`config.mk`:
```
export PLATFORM = sky130hd
export DESIGN_NAME = alu_issue_stage
export DESIGN_NICKNAME = d
export VERILOG_FILES = /design/src/rtl/alu_pkg.sv /design/src/rtl/alu_ctrl_decode.sv /design/src/rtl/alu_issue_stage.sv
export SDC_FILE = /design/constraint.sdc
export NUM_CORES = 1
export LEC_CHECK = 0
export ABC_AREA = 1
export CORE_AREA = 8 8 190 192
export DETAILED_ROUTE_END_ITERATION = 16
export DIE_AREA = 0 0 198 200
export HOLD_SLACK_MARGIN = 0.15
export PLACE_DENSITY = 0.77
export SYNTH_ARGS = -nofsm -noshare
export SYNTH_HDL_FRONTEND = slang
export SYNTH_SLANG_ARGS = --single-unit
```
`constraint.sdc`:
```
create_clock -name clk -period 1.66 [get_ports clk]
set_clock_uncertainty 0.15 [all_clocks]
set_input_delay 0.332 -clock clk [delete_from_list [all_inputs] [get_ports clk]]
set_output_delay 0.332 -clock clk [all_outputs]
set_load 0.02 [all_outputs]
```
`src/rtl/alu_pkg.sv`:
```
// Shared definitions for the ALU issue path: control codes, op classes and the
// registered operand/opcode bundle handed to the ALU.
package alu_pkg;

  localparam int ALU_DATA_W = 64;

  localparam logic [3:0] ALU_AND     = 4'b0000;
  localparam logic [3:0] ALU_OR      = 4'b0001;
  localparam logic [3:0] ALU_ADD     = 4'b0010;
  localparam logic [3:0] ALU_SUB     = 4'b0110;
  localparam logic [3:0] ALU_NOR     = 4'b1100;
  localparam logic [3:0] ALU_ILLEGAL = 4'b1111;

  localparam logic [1:0] OPC_LDST = 2'b00;
  localparam logic [1:0] OPC_BR   = 2'b01;
  localparam logic [1:0] OPC_R    = 2'b10;
  localparam logic [1:0] OPC_I    = 2'b11;

  // Operand fields are sized to the ALU datapath; the issue stage DATA_W must match.
  typedef struct packed {
    logic [ALU_DATA_W-1:0] a;
    logic [ALU_DATA_W-1:0] b;
    logic [3:0]            ALuop;
    logic                  illegal;
  } alu_bundle_t;

endpackage

```
`src/rtl/alu_ctrl_decode.sv`:
```
// Combinational ALU control decode: op class plus funct fields to 4-bit ALU code.
// Undecodable combinations produce ALU_ILLEGAL with the illegal flag set.
module alu_ctrl_decode
  import alu_pkg::*;
(
  input  logic [1:0] alu_op_class,
  input  logic [2:0] funct3,
  input  logic       funct7_5,
  output logic [3:0] aluop,
  output logic       illegal
);

  always_comb begin
    aluop   = ALU_ILLEGAL;
    illegal = 1'b1;
    case (alu_op_class)
      OPC_LDST: begin
        aluop   = ALU_ADD;
        illegal = 1'b0;
      end
      OPC_BR: begin
        aluop   = ALU_SUB;
        illegal = 1'b0;
      end
      OPC_R: begin
        case (funct3)
          3'b000: begin
            aluop   = funct7_5 ? ALU_SUB : ALU_ADD;
            illegal = 1'b0;
          end
          3'b111: begin
            aluop   = ALU_AND;
            illegal = 1'b0;
          end
          3'b110: begin
            aluop   = ALU_OR;
            illegal = 1'b0;
          end
          default: ;
        endcase
      end
      OPC_I: begin
        // funct7_5 is part of the immediate here, so it must not steer ADD/SUB.
        case (funct3)
          3'b000: begin
            aluop   = ALU_ADD;
            illegal = 1'b0;
          end
          3'b111: begin
            aluop   = ALU_AND;
            illegal = 1'b0;
          end
          3'b110: begin
            aluop   = ALU_OR;
            illegal = 1'b0;
          end
          default: ;
        endcase
      end
      default: ;
    endcase
  end

endmodule

```
`src/rtl/alu_issue_stage.sv`:
```
// ALU issue stage: decodes the ALU control code, selects operand b and presents
// the bundle through an output register plus one skid entry, with delivery counters.
module alu_issue_stage
  import alu_pkg::*;
#(
  parameter int DATA_W = ALU_DATA_W,
  parameter int CNT_W  = 16
) (
  input  logic              clk,
  input  logic              rst_n,
  input  logic              flush,
  input  logic              in_valid,
  output logic              in_ready,
  input  logic [1:0]        alu_op_class,
  input  logic [2:0]        funct3,
  input  logic              funct7_5,
  input  logic              alusrc,
  input  logic [DATA_W-1:0] rs1_data,
  input  logic [DATA_W-1:0] rs2_data,
  input  logic [DATA_W-1:0] imm,
  output logic              out_valid,
  input  logic              out_ready,
  output logic [DATA_W-1:0] a,
  output logic [DATA_W-1:0] b,
  output logic [3:0]        ALuop,
  output logic              illegal,
  output logic [CNT_W-1:0]  issue_cnt,
  output logic [CNT_W-1:0]  illegal_cnt
);

  logic        dec_illegal;
  logic [3:0]  dec_aluop;
  alu_bundle_t in_bundle;
  alu_bundle_t out_q;
  alu_bundle_t skid_q;
  logic        out_valid_q;
  logic        skid_valid_q;
  logic        accept;
  logic        deliver;
  logic        out_free;

  alu_ctrl_decode u_decode (
    .alu_op_class (alu_op_class),
    .funct3       (funct3),
    .funct7_5     (funct7_5),
    .aluop        (dec_aluop),
    .illegal      (dec_illegal)
  );

  always_comb begin
    in_bundle         = '0;
    in_bundle.a       = rs1_data;
    in_bundle.b       = alusrc ? imm : rs2_data;
    in_bundle.ALuop   = dec_aluop;
    in_bundle.illegal = dec_illegal;
  end

  // in_ready comes straight from a flop, so it never sees out_ready combinationally.
  assign in_ready = ~skid_valid_q;
  assign accept   = in_valid & in_ready;
  assign deliver  = out_valid_q & out_ready;
  assign out_free = ~out_valid_q | out_ready;

  always_ff @(posedge clk or negedge rst_n) begin
    if (!rst_n) begin
      out_valid_q  <= 1'b0;
      skid_valid_q <= 1'b0;
    end else if (flush) begin
      out_valid_q  <= 1'b0;
      skid_valid_q <= 1'b0;
    end else if (out_free) begin
      // accept implies the skid is empty, so at most one source feeds the output.
      out_valid_q  <= skid_valid_q | accept;
      skid_valid_q <= 1'b0;
    end else if (accept) begin
      skid_valid_q <= 1'b1;
    end
  end

  always_ff @(posedge clk or negedge rst_n) begin
    if (!rst_n) begin
      out_q  <= '0;
      skid_q <= '0;
    end else if (!flush) begin
      if (out_free) begin
        if (skid_valid_q) begin
          out_q <= skid_q;
        end else if (accept) begin
          out_q <= in_bundle;
        end
      end else if (accept) begin
        skid_q <= in_bundle;
      end
    end
  end

  // Deliveries count even in a flush cycle; the ALU has already taken the bundle.
  always_ff @(posedge clk or negedge rst_n) begin
    if (!rst_n) begin
      issue_cnt   <= '0;
      illegal_cnt <= '0;
    end else if (deliver) begin
      issue_cnt <= issue_cnt + 1'b1;
      if (out_q.illegal) begin
        illegal_cnt <= illegal_cnt + 1'b1;
      end
    end
  end

  assign out_valid = out_valid_q;
  assign a         = out_q.a;
  assign b         = out_q.b;
  assign ALuop     = out_q.ALuop;
  assign illegal   = out_q.illegal;

endmodule

```
* After elaboration in Yosys (flattened, before gate mapping)
Cells that the tools add are included.
** Word-level totals
- Flip-flop bits (word level) :: 300
- Bits of input ports :: 204
- Output and inout bits :: 167
- Word-level logic and storage cells :: 52
** Cells by class
- $add $sub $neg :: 2
- Equality and inequality tests :: 5
- Multiplexer cells :: 14
- Bitwise logic cells :: 8
- Reduce and logical (&&, ||, !) cells :: 11
** Operator list (count)
- 133-bit 2-to-1 mux :: 2
- 64-bit 2-to-1 mux :: 1
- 16-bit by 1-bit adder with 16-bit output, second input constant :: 2
- 4-bit one-hot mux with 3 select lines :: 2
- 4-bit one-hot mux with 4 select lines :: 1
- 3-bit equality test, second input constant :: 2
- 1-bit 2-to-1 mux :: 6
- 3-bit AND reduction :: 2
- 2-bit equality test, second input constant :: 2
- 1-bit NOT :: 4
- 2-bit nonzero test :: 2
- 2-bit OR reduction :: 2
- 3-bit logical NOT :: 1
- 3-bit 2-to-1 mux :: 1
- 3-bit nonzero test :: 1
- 3-bit OR reduction :: 1
- 1-bit bitwise AND :: 2
- 2-bit by 1-bit equality test with 1-bit output, second input constant :: 1
- 2-bit logical NOT :: 1
- 1-bit OR :: 2
- 1-bit one-hot mux with 2 select lines :: 1
- 2-bit AND reduction :: 1

* Longest topological paths before layout
Gate-level depths: netlist of run 1.
- Depth in word-level cells :: 6
- Mapped depth :: 9
- Depth with buffers taken out :: 9

* Hierarchy
A second synthesis of run 1 with hierarchy kept.
** Second synthesis, totals
- Cell total of the unflattened synthesis :: 1710
- Area total of the unflattened synthesis :: 13822.0 µm²
** By module, submodules not included
- alu_issue_stage :: times used 1, cells an instance 1690, area each 13726.9 µm², sequential area each 7507.2 µm²
- alu_ctrl_decode :: times used 1, cells an instance 20, area each 95.1 µm², sequential area each 0.0 µm²

* Worst setup path before layout of run 1
No wires, ideal clock.
- Path type :: register to register
- Start :: register issue_cnt[0]
- End :: register issue_cnt[10]
- Setup time :: 123 ps
- Data arrival time :: 1391 ps
- Required time :: 1387 ps
- Path slack :: -4 ps
- Cell stages (with the launch flop) :: 9
- Buffers on the path :: 0
- Clock period less this slack :: 1664 ps
- Cells stage by stage :: dfrtp_1 ha_1 inv_1 nor2_2 nand2_1 nor2_2 nand2_1 o21ai_0 nand2_1
** Between the ends
- Longest elaborated chain between the ends :: 1
** Ends and longest elaborated chain
- start: declaration :: line alu_issue_stage.sv:27 : output logic [CNT_W-1:0] issue_cnt,
- start signal: assignment :: line alu_issue_stage.sv:103 : issue_cnt <= issue_cnt + 1'b1;
- 16-bit by 1-bit adder with 16-bit output :: line alu_issue_stage.sv:103
Every way passes these cells.
A chain may end at the register's enable or synchronous reset.

* Final worst setup path of run 1
- Start :: register skid_valid_q
- End :: register out_q (netlist bit a[37])
** Between the ends
- Longest elaborated chain between the ends :: 4
- Elaborated cells between the ends (all ways) :: 5
- Classes of those cells :: mux (1); bitwise (2); reduce/logical (2)
** Ends and longest elaborated chain
- start: declaration :: line alu_issue_stage.sv:37 : logic skid_valid_q;
- start signal: assignment :: line alu_issue_stage.sv:67 : skid_valid_q <= 1'b0;
- start signal: assignment :: line alu_issue_stage.sv:70 : skid_valid_q <= 1'b0;
- start signal: assignment :: line alu_issue_stage.sv:74 : skid_valid_q <= 1'b0;
- 1-bit NOT :: line alu_issue_stage.sv:59 : assign in_ready = ~skid_valid_q;
- 1-bit bitwise AND :: line alu_issue_stage.sv:60 : assign accept = in_valid & in_ready;
- 2-bit nonzero test (no source line)
- 3-bit AND reduction (no source line)
- end signal: assignment :: line alu_issue_stage.sv:87 : out_q <= skid_q;
- end signal: assignment :: line alu_issue_stage.sv:89 : out_q <= in_bundle;
- end: declaration :: line alu_issue_stage.sv:34 : alu_bundle_t out_q;
Parallel ways exist; a longest one is shown, timed or not.

==> PnR_summary.wiki, run 1 <==
{| class="wikitable"
! Metric !! Value
|-
| Flop2flop setup slack || -0.08 ns
|-
| GR Overflow Total || 0
|-
| Post-synth design cell area || 13750 um^2
|-
| GR Util met2 || 0.3479
|-
| Die ar. || roughly 40000 um^2
|-
| Reported max-cap violation count || 0
|-
| Peak ir drop on the vdd network || 0.6160 mV
|-
| Setup WS post-layout || -0.08479 ns
|-
| Mux cell area share after synthesis || 0
|-
| Final WL || ~45 mm
|-
| Global-route wire length before repair || 65.04 mm
|-
| Total power divided by cell area || 1137 nW/um^2
|-
| Number of global-route vias before repair || 12.67k
|-
| Die extent in x || approximately 200 um
|-
| Fraction of layout instances using a drive strength above 1 || 0.1974
|-
| Largest fanout on the critical path || 6
|-
| Area Overhead vs Synth || 47.01%
|-
| Post-synthesis cell type with the largest combined area || sky130_fd_sc_hd__dfrtp_1
|-
| Total DRC errors in the routed layout || 0
|-
| Hold EP || skid_q[78]
|-
| TritonCTS clock tree || done
|-
| Number of hold violations in the final report || 0
|-
| Number of instances on the worst hold path || 3
|-
| Register-to-Register Path Depth || 8
|-
| Fraction of the mapped netlist area in compound gates || 0.1729
|-
| Result of the run || complete, but fails checks
|-
| Num ports || between 300 and 400
|-
| Worst slew margin || 0.5805
|-
| Minimum clock period || ~1.7 ns
|-
| Cell area after placement || roughly 18000 um^2
|-
| Met1 layer usage reported by global route || 0.2448
|-
| HP Class || in -> reg
|-
| # H-tree levels || 2
|-
| Total instance count after detailed placement || approximately 2.5k
|-
| Quantity of I/O buffers inserted on ports || 370
|-
| Post-route antenna net violation count || 0
|-
| Gr busiest metal || met2
|-
| Required time reported for the critical path endpoint || between 1.5 and 2 ns
|-
| Number of antenna violations at the first check in global routing || 1
|-
| Nets in the synthesized netlist || 1910
|-
| Starting utilization of the core area || 0.4153
|-
| Placeable core area || ~33000 um^2
|-
| Worst path slowest cell || sky130_fd_sc_hd__dfrtp_2
|-
| Final worst path period share || 1.051
|-
| Layout net count || around 2.4k
|-
| Part of the Yosys area used for sequential elements || 0.5459
|-
| FF+latch count, synth || 300
|-
| First DRT Iteration DRCs || around 750
|-
| Die H || ~200 um
|-
| Antenna diodes || 0
|-
| Design area || approximately 20000 um^2
|-
| Critical path's largest stage delay || 0.47 ns
|-
| Max Buffers Root-to-Sink || 3
|-
| HPWL after detailed placement || about 30 mm
|-
| Pin count of the biggest net entering global routing || between 70 and 80
|-
| Top cells by area, synth || sky130_fd_sc_hd__dfrtp_1 55%, sky130_fd_sc_hd__nand2_1 15%, sky130_fd_sc_hd__o21ai_0 11%
|-
| Avg Synthesized Cell Area || ~8.1 um^2
|-
| Crit Reg-Reg Startpoint || skid_valid_q
|-
| Post-CTS clock slew at the launch and capture registers of the worst setup and hold paths || ~0.060 ns
|-
| Fmax achieved || 573.1 MHz
|-
| Cell-by-cell listing of the critical path || nor2_4 -> nor2_4 -> buf_12 -> nand2_8 -> buf_12 -> clkbuf_16 -> nand2_2 -> o21ai_1
|-
| Post-route insts no fill || 2621
|-
| Startpoint of the most critical hold path || rs1_data[9]
|-
| Standby leakage power || between 10 and 15 nW
|-
| CP arrival || 1.97 ns
|-
| Number of unique standard cell types used by synthesis || 27
|-
| Setup-violating endpoint count in the final report || 100
|-
| Combinational family with the most area after synthesis || simple AND/OR/NAND/NOR gates
|-
| CTS Root Cell || sky130_fd_sc_hd__clkbuf_16
|-
| First-pass iteration count of the detailed router || 5
|-
| Number of slew-limit violations in the final report || 0
|-
| Post-DR wirelength/cell || approximately 17 um
|-
| Routability-driven placement congestion ratio || 0.8415
|-
| Synth warnings || 0
|-
| Crit. End Element || register
|-
| Area share of and/or/nand/nor cells after synthesis || 0.1809
|-
| Violations in the final reports || setup timing
|-
| Total routing resource utilization after global routing || 0.2001
|-
| Routed vias/inst || 5.006
|-
| Number of cell rows || 67
|-
| Clk sink count || 300
|-
| Endpoint of the worst register-to-register path || a[37]
|-
| Kind of critical path || reg -> reg
|-
| Post-synthesis xor/xnor area fraction || 0.009552
|-
| Startpoint type of the worst setup path || register
|-
| Clock buffers created by TritonCTS || 34
|-
| Worst-Margin Slew || around 0.62 ns
|-
| Top cell type's share of synthesized area || 0.5459
|-
| Unrepaired setup endpoints after global routing || true
|-
| Setup TNS || -2.681 ns
|-
| Met3 Usage GRT || 0.04627
|-
| Overall via count from detail_route || approximately 13k
|-
| Arithmetic-cell share of the synthesized area counting full adders, half adders and majority gates || 0.001820
|-
| Cell count after synthesis || between 1.5k and 2k
|-
| Insertion delay to the later sink of the worst-skew pair || 0.50 ns
|}
-- metrics by stage --
stage               total power, mW  utilization  hold slack, ns  setup slack (ns)
floorplan                     12.43            -         -0.1136           0.01241
global placement              15.25       0.5563         0.06679           -0.4148
detailed placement            15.47       0.5563         0.06440           -0.4294
CTS                           22.92       0.5889          0.2247          -0.04000
global route                  24.18       0.6106          0.2514           -0.1260
finish                        22.99       0.6106          0.2498          -0.08479
-- sequential cells by signal, summed over array words and instances (netlist names) --
register      cells
out_valid         1
illegal           1
issue_cnt        16
a                64
skid_valid_q      1
ALuop             4
b                64
illegal_cnt      16
skid_q          133
-- layout by cell type (no fill, tap or decap), types with 3 or more instances in the layout --
| master | synthesis | routed |
|---|---|---|
| sky130_fd_sc_hd__dfrtp_2 | 0 | 5 |
| sky130_fd_sc_hd__clkinv_2 | 0 | 5 |
| sky130_fd_sc_hd__buf_6 | 19 | 11 |
| sky130_fd_sc_hd__xnor2_1 | 8 | 8 |
| sky130_fd_sc_hd__a21oi_1 | 68 | 50 |
| sky130_fd_sc_hd__clkdlybuf4s15_2 | 0 | 42 |
| sky130_fd_sc_hd__clkbuf_8 | 0 | 8 |
| sky130_fd_sc_hd__o21ai_0 | 300 | 261 |
| sky130_fd_sc_hd__clkbuf_16 | 0 | 54 |
| sky130_fd_sc_hd__o21ai_1 | 101 | 133 |
| sky130_fd_sc_hd__nand3_1 | 10 | 10 |
| sky130_fd_sc_hd__buf_4 | 6 | 74 |
| sky130_fd_sc_hd__xor2_1 | 7 | 7 |
| sky130_fd_sc_hd__nand2_4 | 0 | 8 |
| sky130_fd_sc_hd__nor2_2 | 7 | 6 |
| sky130_fd_sc_hd__nand4_1 | 6 | 6 |
| sky130_fd_sc_hd__buf_12 | 0 | 23 |
| sky130_fd_sc_hd__nand2_8 | 0 | 4 |
| sky130_fd_sc_hd__nor2_4 | 1 | 3 |
| sky130_fd_sc_hd__a21oi_2 | 0 | 15 |
| sky130_fd_sc_hd__buf_2 | 34 | 121 |
| sky130_fd_sc_hd__nand2_2 | 5 | 18 |
| sky130_fd_sc_hd__inv_1 | 165 | 165 |
| sky130_fd_sc_hd__nand2_1 | 547 | 526 |
| sky130_fd_sc_hd__a21oi_4 | 0 | 3 |
| sky130_fd_sc_hd__clkdlybuf4s50_1 | 0 | 201 |
| sky130_fd_sc_hd__o21ai_2 | 0 | 7 |
| sky130_fd_sc_hd__buf_8 | 0 | 4 |
| sky130_fd_sc_hd__buf_16 | 0 | 10 |
| sky130_fd_sc_hd__dfrtp_1 | 300 | 295 |
| sky130_fd_sc_hd__clkbuf_1 | 42 | 8 |
| sky130_fd_sc_hd__nor2_1 | 66 | 65 |
-- worst max-delay path by stage --
stage	cells past startpoint	to	from
6_report	8	a[37]	skid_valid_q
3_3_place_gp	9	b[1]	out_ready
4_1_cts	2	in_ready	skid_valid_q
3_5_place_dp	9	b[32]	out_ready
2_1_floorplan	8	issue_cnt[10]	issue_cnt[1]
5_1_grt	9	skid_q[105]	out_valid
-- cell usage after synthesis --
master and count:
sky130_fd_sc_hd__nand2_2 5, sky130_fd_sc_hd__nand3b_1 1, sky130_fd_sc_hd__nor2_4 1, sky130_fd_sc_hd__xnor2_1 8
sky130_fd_sc_hd__nand3_1 10, sky130_fd_sc_hd__buf_2 34, sky130_fd_sc_hd__dfrtp_1 300, sky130_fd_sc_hd__nor2_2 7
sky130_fd_sc_hd__buf_6 19, sky130_fd_sc_hd__nand4_1 6, sky130_fd_sc_hd__inv_1 165, sky130_fd_sc_hd__a21oi_1 68
sky130_fd_sc_hd__nor2_1 66, sky130_fd_sc_hd__ha_1 2, sky130_fd_sc_hd__clkbuf_1 42, sky130_fd_sc_hd__nand2_1 547
sky130_fd_sc_hd__nor3_1 1, sky130_fd_sc_hd__o21ai_1 101, sky130_fd_sc_hd__buf_4 6, sky130_fd_sc_hd__xor2_1 7
sky130_fd_sc_hd__a2bb2oi_1 1, sky130_fd_sc_hd__a22oi_1 1, sky130_fd_sc_hd__a21boi_1 1, sky130_fd_sc_hd__inv_4 1
sky130_fd_sc_hd__o21ai_0 300, sky130_fd_sc_hd__o211ai_1 1, sky130_fd_sc_hd__inv_2 3
-- final cells by class --
| cell class | count | area, um^2 |
|---|---|---|
| flip-flops and latches | 300 | 7513 |
| clock inverters | 8 | 93.84 |
| fillers | 2733 | 12890 |
| multi-input cells | 1138 | 5326 |
| inverters | 169 | 646.9 |
| repair buffers | 505 | 5011 |
| clock buffers | 53 | 1066 |
| well taps | 448 | 560.5 |
-- logic make-up after synthesis --
family / Yosys count
simple gates: 644
compound gates: 473
flops: 300
buf+inv: 270
xor+xnor: 15
fa+ha+maj: 2
-- worst max-delay path: cells and delay by family, from the launching register on --
kind / cells / cell delay [ns]
flip-flops: 1 / 0.47
buffers and inverters: 3 / 0.48
AO/OA/AOI/OAI: 1 / 0.07
AND/OR/NAND/NOR: 4 / 0.43
-- timing repair --
item                                    in CTS  in global routing
hold endpoints to repair                   300                  0
setup buffers                               11                 10
endpoints found under the setup margin     170                374
hold buffers                                 2                  0
pin swaps                                    0                  6
gates cloned                                 3                 24
resized for setup                          592                182
-- power by group --
part           leakage, nW  internal, mW  switching, mW
clock network        0.575          4.73           2.96
registers             3.76          8.86          0.991
logic                 5.85          2.35           3.10
-- layer usage --
layer  vias up  wire length [um]
met2       444             22480
met1      6245             17810
met4         2              1321
met3        90              3077
li1       6341                 -
met5         -                15
No activity file was read; power rests on OpenSTA's default activity.
==> inputs of run 2 (changes only) <==
--- a/config.mk
+++ b/config.mk
@@ -9,6 +9,7 @@
 export CORE_AREA = 8 8 190 192
 export DETAILED_ROUTE_END_ITERATION = 16
 export DIE_AREA = 0 0 198 200
+export GPL_TIMING_DRIVEN = 0
 export HOLD_SLACK_MARGIN = 0.15
 export PLACE_DENSITY = 0.77
 export SYNTH_ARGS = -nofsm -noshare
==> run 2 against run 1 <==
The run ends with hold timing, setup timing left; sequential share of layout area fell by 0.16 points; sequential power fell by 0.4%; first-iteration DRC count rose by 8.3%; combinational power rose by 3%; global-route usage rose by 3.6 points; highest routed layer unchanged; worst setup slack got worse by 0.14 ns; critical path type is now reg -> out; non-clock buffer count rose by 16; flip-flop and latch count did not move; largest power group unchanged.
==> PnR_summary.wiki, run 2 (synthesis results as in run 1) <==
{| class="wikitable"
! Metric !! Value
|-
| Routed vias/inst || 5.065
|-
| Post-route antenna net violation count || 0
|-
| HP Class || in -> async
|-
| Clk sink count || 300
|-
| Total routing resource utilization after global routing || 0.2358
|-
| Register with the most flip-flops || skid_q
|-
| Crit Reg-Reg Startpoint || skid_valid_q
|-
| Post-DR wirelength/cell || ~19 um
|-
| Pin count of the biggest net entering global routing || around 110
|-
| Result of the run || complete, but fails checks
|-
| Design area || between 20000 and 25000 um^2
|-
| Global-route wire length before repair || 73.76 mm
|-
| CTS Root Cell || sky130_fd_sc_hd__clkbuf_16
|-
| Number of flip-flops in the largest register || between 100 and 150
|-
| Total power || 22.98 mW
|-
| Setup-violating endpoint count in the final report || between 100 and 150
|-
| Fmax achieved || 531.2 MHz
|-
| Final worst path period share || 1.134
|-
| Standby leakage power || roughly 10 nW
|-
| Violations in the final reports || hold timing, setup timing
|-
| Num ports || around 370
|-
| Flop2flop setup slack || -0.14 ns
|-
| Die H || ~200 um
|-
| Area Overhead vs Synth || 47.58%
|-
| Routability-driven placement congestion ratio || between 0.8 and 0.9
|-
| Clock buffers created by TritonCTS || 34
|-
| First DRT Iteration DRCs || between 800 and 900
|-
| Reported max-cap violation count || 0
|-
| CP arrival || between 1 and 1.5 ns
|-
| Number of hold violations in the final report || 85
|-
| Most frequent cells in the layout || 542 x sky130_fd_sc_hd__nand2_1, 298 x sky130_fd_sc_hd__dfrtp_1, 240 x sky130_fd_sc_hd__o21ai_0, 201 x sky130_fd_sc_hd__clkdlybuf4s50_1, 165 x sky130_fd_sc_hd__inv_1
|-
| Cell area after placement || 18070 um^2
|-
| Largest fanout on the critical path || 4
|-
| Most common cell after layout, fill and taps aside || sky130_fd_sc_hd__nand2_1
|-
| Total instance count after detailed placement || about 2.5k
|-
| Starting utilization of the core area || 0.4153
|-
| Required time reported for the critical path endpoint || ~1.2 ns
|-
| Insertion delay to the later sink of the worst-skew pair || 0.51 ns
|-
| Crit. End Element || primary output
|-
| Fraction of power consumed by sequential logic || 0.427
|-
| Overall via count from detail_route || 13.32k
|-
| Layout net count || roughly 2.4k
|-
| Number of antenna violations at the first check in global routing || 3
|-
| Setup WS post-layout || -0.2224 ns
|-
| HPWL after detailed placement || between 30 and 40 mm
|-
| Post-route insts no fill || 2629
|-
| TritonCTS clock tree || done
|-
| GR Overflow Total || 0
|-
| # H-tree levels || 2
|-
| Max Buffers Root-to-Sink || 3
|-
| Relative contribution of combinational cells to total power || 0.246
|-
| Setup TNS || -7.148 ns
|-
| Worst slew margin || 0.5369
|-
| Switching pwr || 7.042 mW
|-
| Number of global-route vias before repair || around 13k
|-
| Unrepaired setup endpoints after global routing || true
|-
| Number of slew-limit violations in the final report || 0
|-
| Die ar. || between 30000 and 40000 um^2
|-
| Worst-Margin Slew || about 0.7 ns
|-
| Hold Worst Slack || -0.3454 ns
|-
| Number of cell rows || 67
|-
| Post-CTS clock slew at the launch and capture registers of the worst setup and hold paths || around 0.060 ns
|-
| Fraction of layout instances using a drive strength above 1 || 0.1795
|-
| Quantity of I/O buffers inserted on ports || between 300 and 400
|-
| Pre-CTS setup slack || -0.9225 ns
|-
| Startpoint type of the worst setup path || register
|-
| Register-to-Register Path Depth || 10
|-
| Kind of critical path || reg -> out
|-
| First-pass iteration count of the detailed router || 5
|-
| Total DRC errors in the routed layout || 0
|-
| Final WL || 48.68 mm
|-
| Die extent in x || 198 um
|-
| Internal power summed over all cells || around 16 mW
|-
| Total power divided by cell area || 1132 nW/um^2
|-
| Proportion of total power due to net switching || 0.3065
|-
| Minimum clock period || between 1.5 and 2 ns
|-
| Peak ir drop on the vdd network || around 0.55 mV
|-
| Clk network pwr share || 0.327
|-
| Placeable core area || around 33000 um^2
|-
| Endpoint of the worst register-to-register path || a[13]
|-
| Final core utilization || 0.6130
|}
-- run 2: cell count changes in the layout (fill, tap and decap cells not counted), moves of 15 or more --
cell and delta:
sky130_fd_sc_hd__a21oi_1 +18, sky130_fd_sc_hd__a21oi_2 -15, sky130_fd_sc_hd__buf_2 -63, sky130_fd_sc_hd__buf_4 -34
sky130_fd_sc_hd__buf_8 +18, sky130_fd_sc_hd__clkdlybuf4s15_2 +72, sky130_fd_sc_hd__nand2_1 +16, sky130_fd_sc_hd__o21ai_0 -21
sky130_fd_sc_hd__o21ai_1 +24
-- run 2: layout make-up --
cell class	instances	area [um^2]
fill	2826	12820
clock buffer	51	1069
tap	448	560.5
inverter	169	654.4
antenna	3	7.507
buffer	100	1054
timing repair buffer	421	4315
clock inverter	3	40.04
multi-input combinational	1134	5087
sequential	300	7510
-- run 2: layer usage --
layer / share of wire / track usage / vias to the layer above
li1: - / - / 6353
met2: 0.49 / 0.3958 / 450
met1: 0.41 / 0.2974 / 6417
met5: 0.00021 / 0 / -
met3: 0.068 / 0.04962 / 95
met4: 0.039 / 0.08905 / 2
-- run 2: power by group through the flow --
stage | logic [mW] | clock network (mW) | registers, mW
final | 5.64 | 7.52 | 9.81
after floorplan | 1.87 | 0 | 10.6
after detailed placement | 5.53 | 0 | 9.91
after global routing | 6.19 | 7.91 | 9.98
after global placement | 5.37 | 0 | 9.87
after CTS | 5.50 | 7.62 | 9.77
-- run 2: how the worst max path moves through the flow --
stage / from / end / slack (ns) / cells past startpoint
detailed placement: skid_valid_q / in_ready / -0.92 / 5
CTS: skid_valid_q / in_ready / -0.25 / 5
floorplan: issue_cnt[1] / issue_cnt[10] / 0.01 / 8
finish: skid_valid_q / in_ready / -0.22 / 5
global route: skid_valid_q / in_ready / -0.28 / 5
global placement: rst_n / issue_cnt[0] / -13.97 / 1
-- run 2: worst max-delay path, cell delays in order (launching register included) --
cell                        delay, ns
sky130_fd_sc_hd__dfrtp_1         0.34
sky130_fd_sc_hd__buf_6           0.14
sky130_fd_sc_hd__inv_12          0.04
sky130_fd_sc_hd__buf_12          0.12
sky130_fd_sc_hd__clkbuf_16       0.14
sky130_fd_sc_hd__buf_8           0.12
-- run 2: what timing repair did --
item / 4_1_cts / 5_1_grt
buffers inserted: 29 / 11
endpoints found under the hold margin: 85 / 85
gates cloned: 6 / 4
setup endpoints to repair: 437 / 422
gates resized for setup: 675 / 158
pin swaps: 2 / 3
==> inputs of run 3 (changes only) <==
--- a/config.mk
+++ b/config.mk
@@ -6,11 +6,12 @@
 export NUM_CORES = 1
 export LEC_CHECK = 0
 export ABC_AREA = 1
+export ABC_CLOCK_PERIOD_IN_PS = 1660
 export CORE_AREA = 8 8 190 192
 export DETAILED_ROUTE_END_ITERATION = 16
 export DIE_AREA = 0 0 198 200
 export GPL_TIMING_DRIVEN = 0
-export HOLD_SLACK_MARGIN = 0.15
+export HOLD_SLACK_MARGIN = 0.06
 export PLACE_DENSITY = 0.77
 export SYNTH_ARGS = -nofsm -noshare
 export SYNTH_HDL_FRONTEND = slang
==> results of run 3 <==
The final DEF is identical to that of run 2; final timing and power are the same.
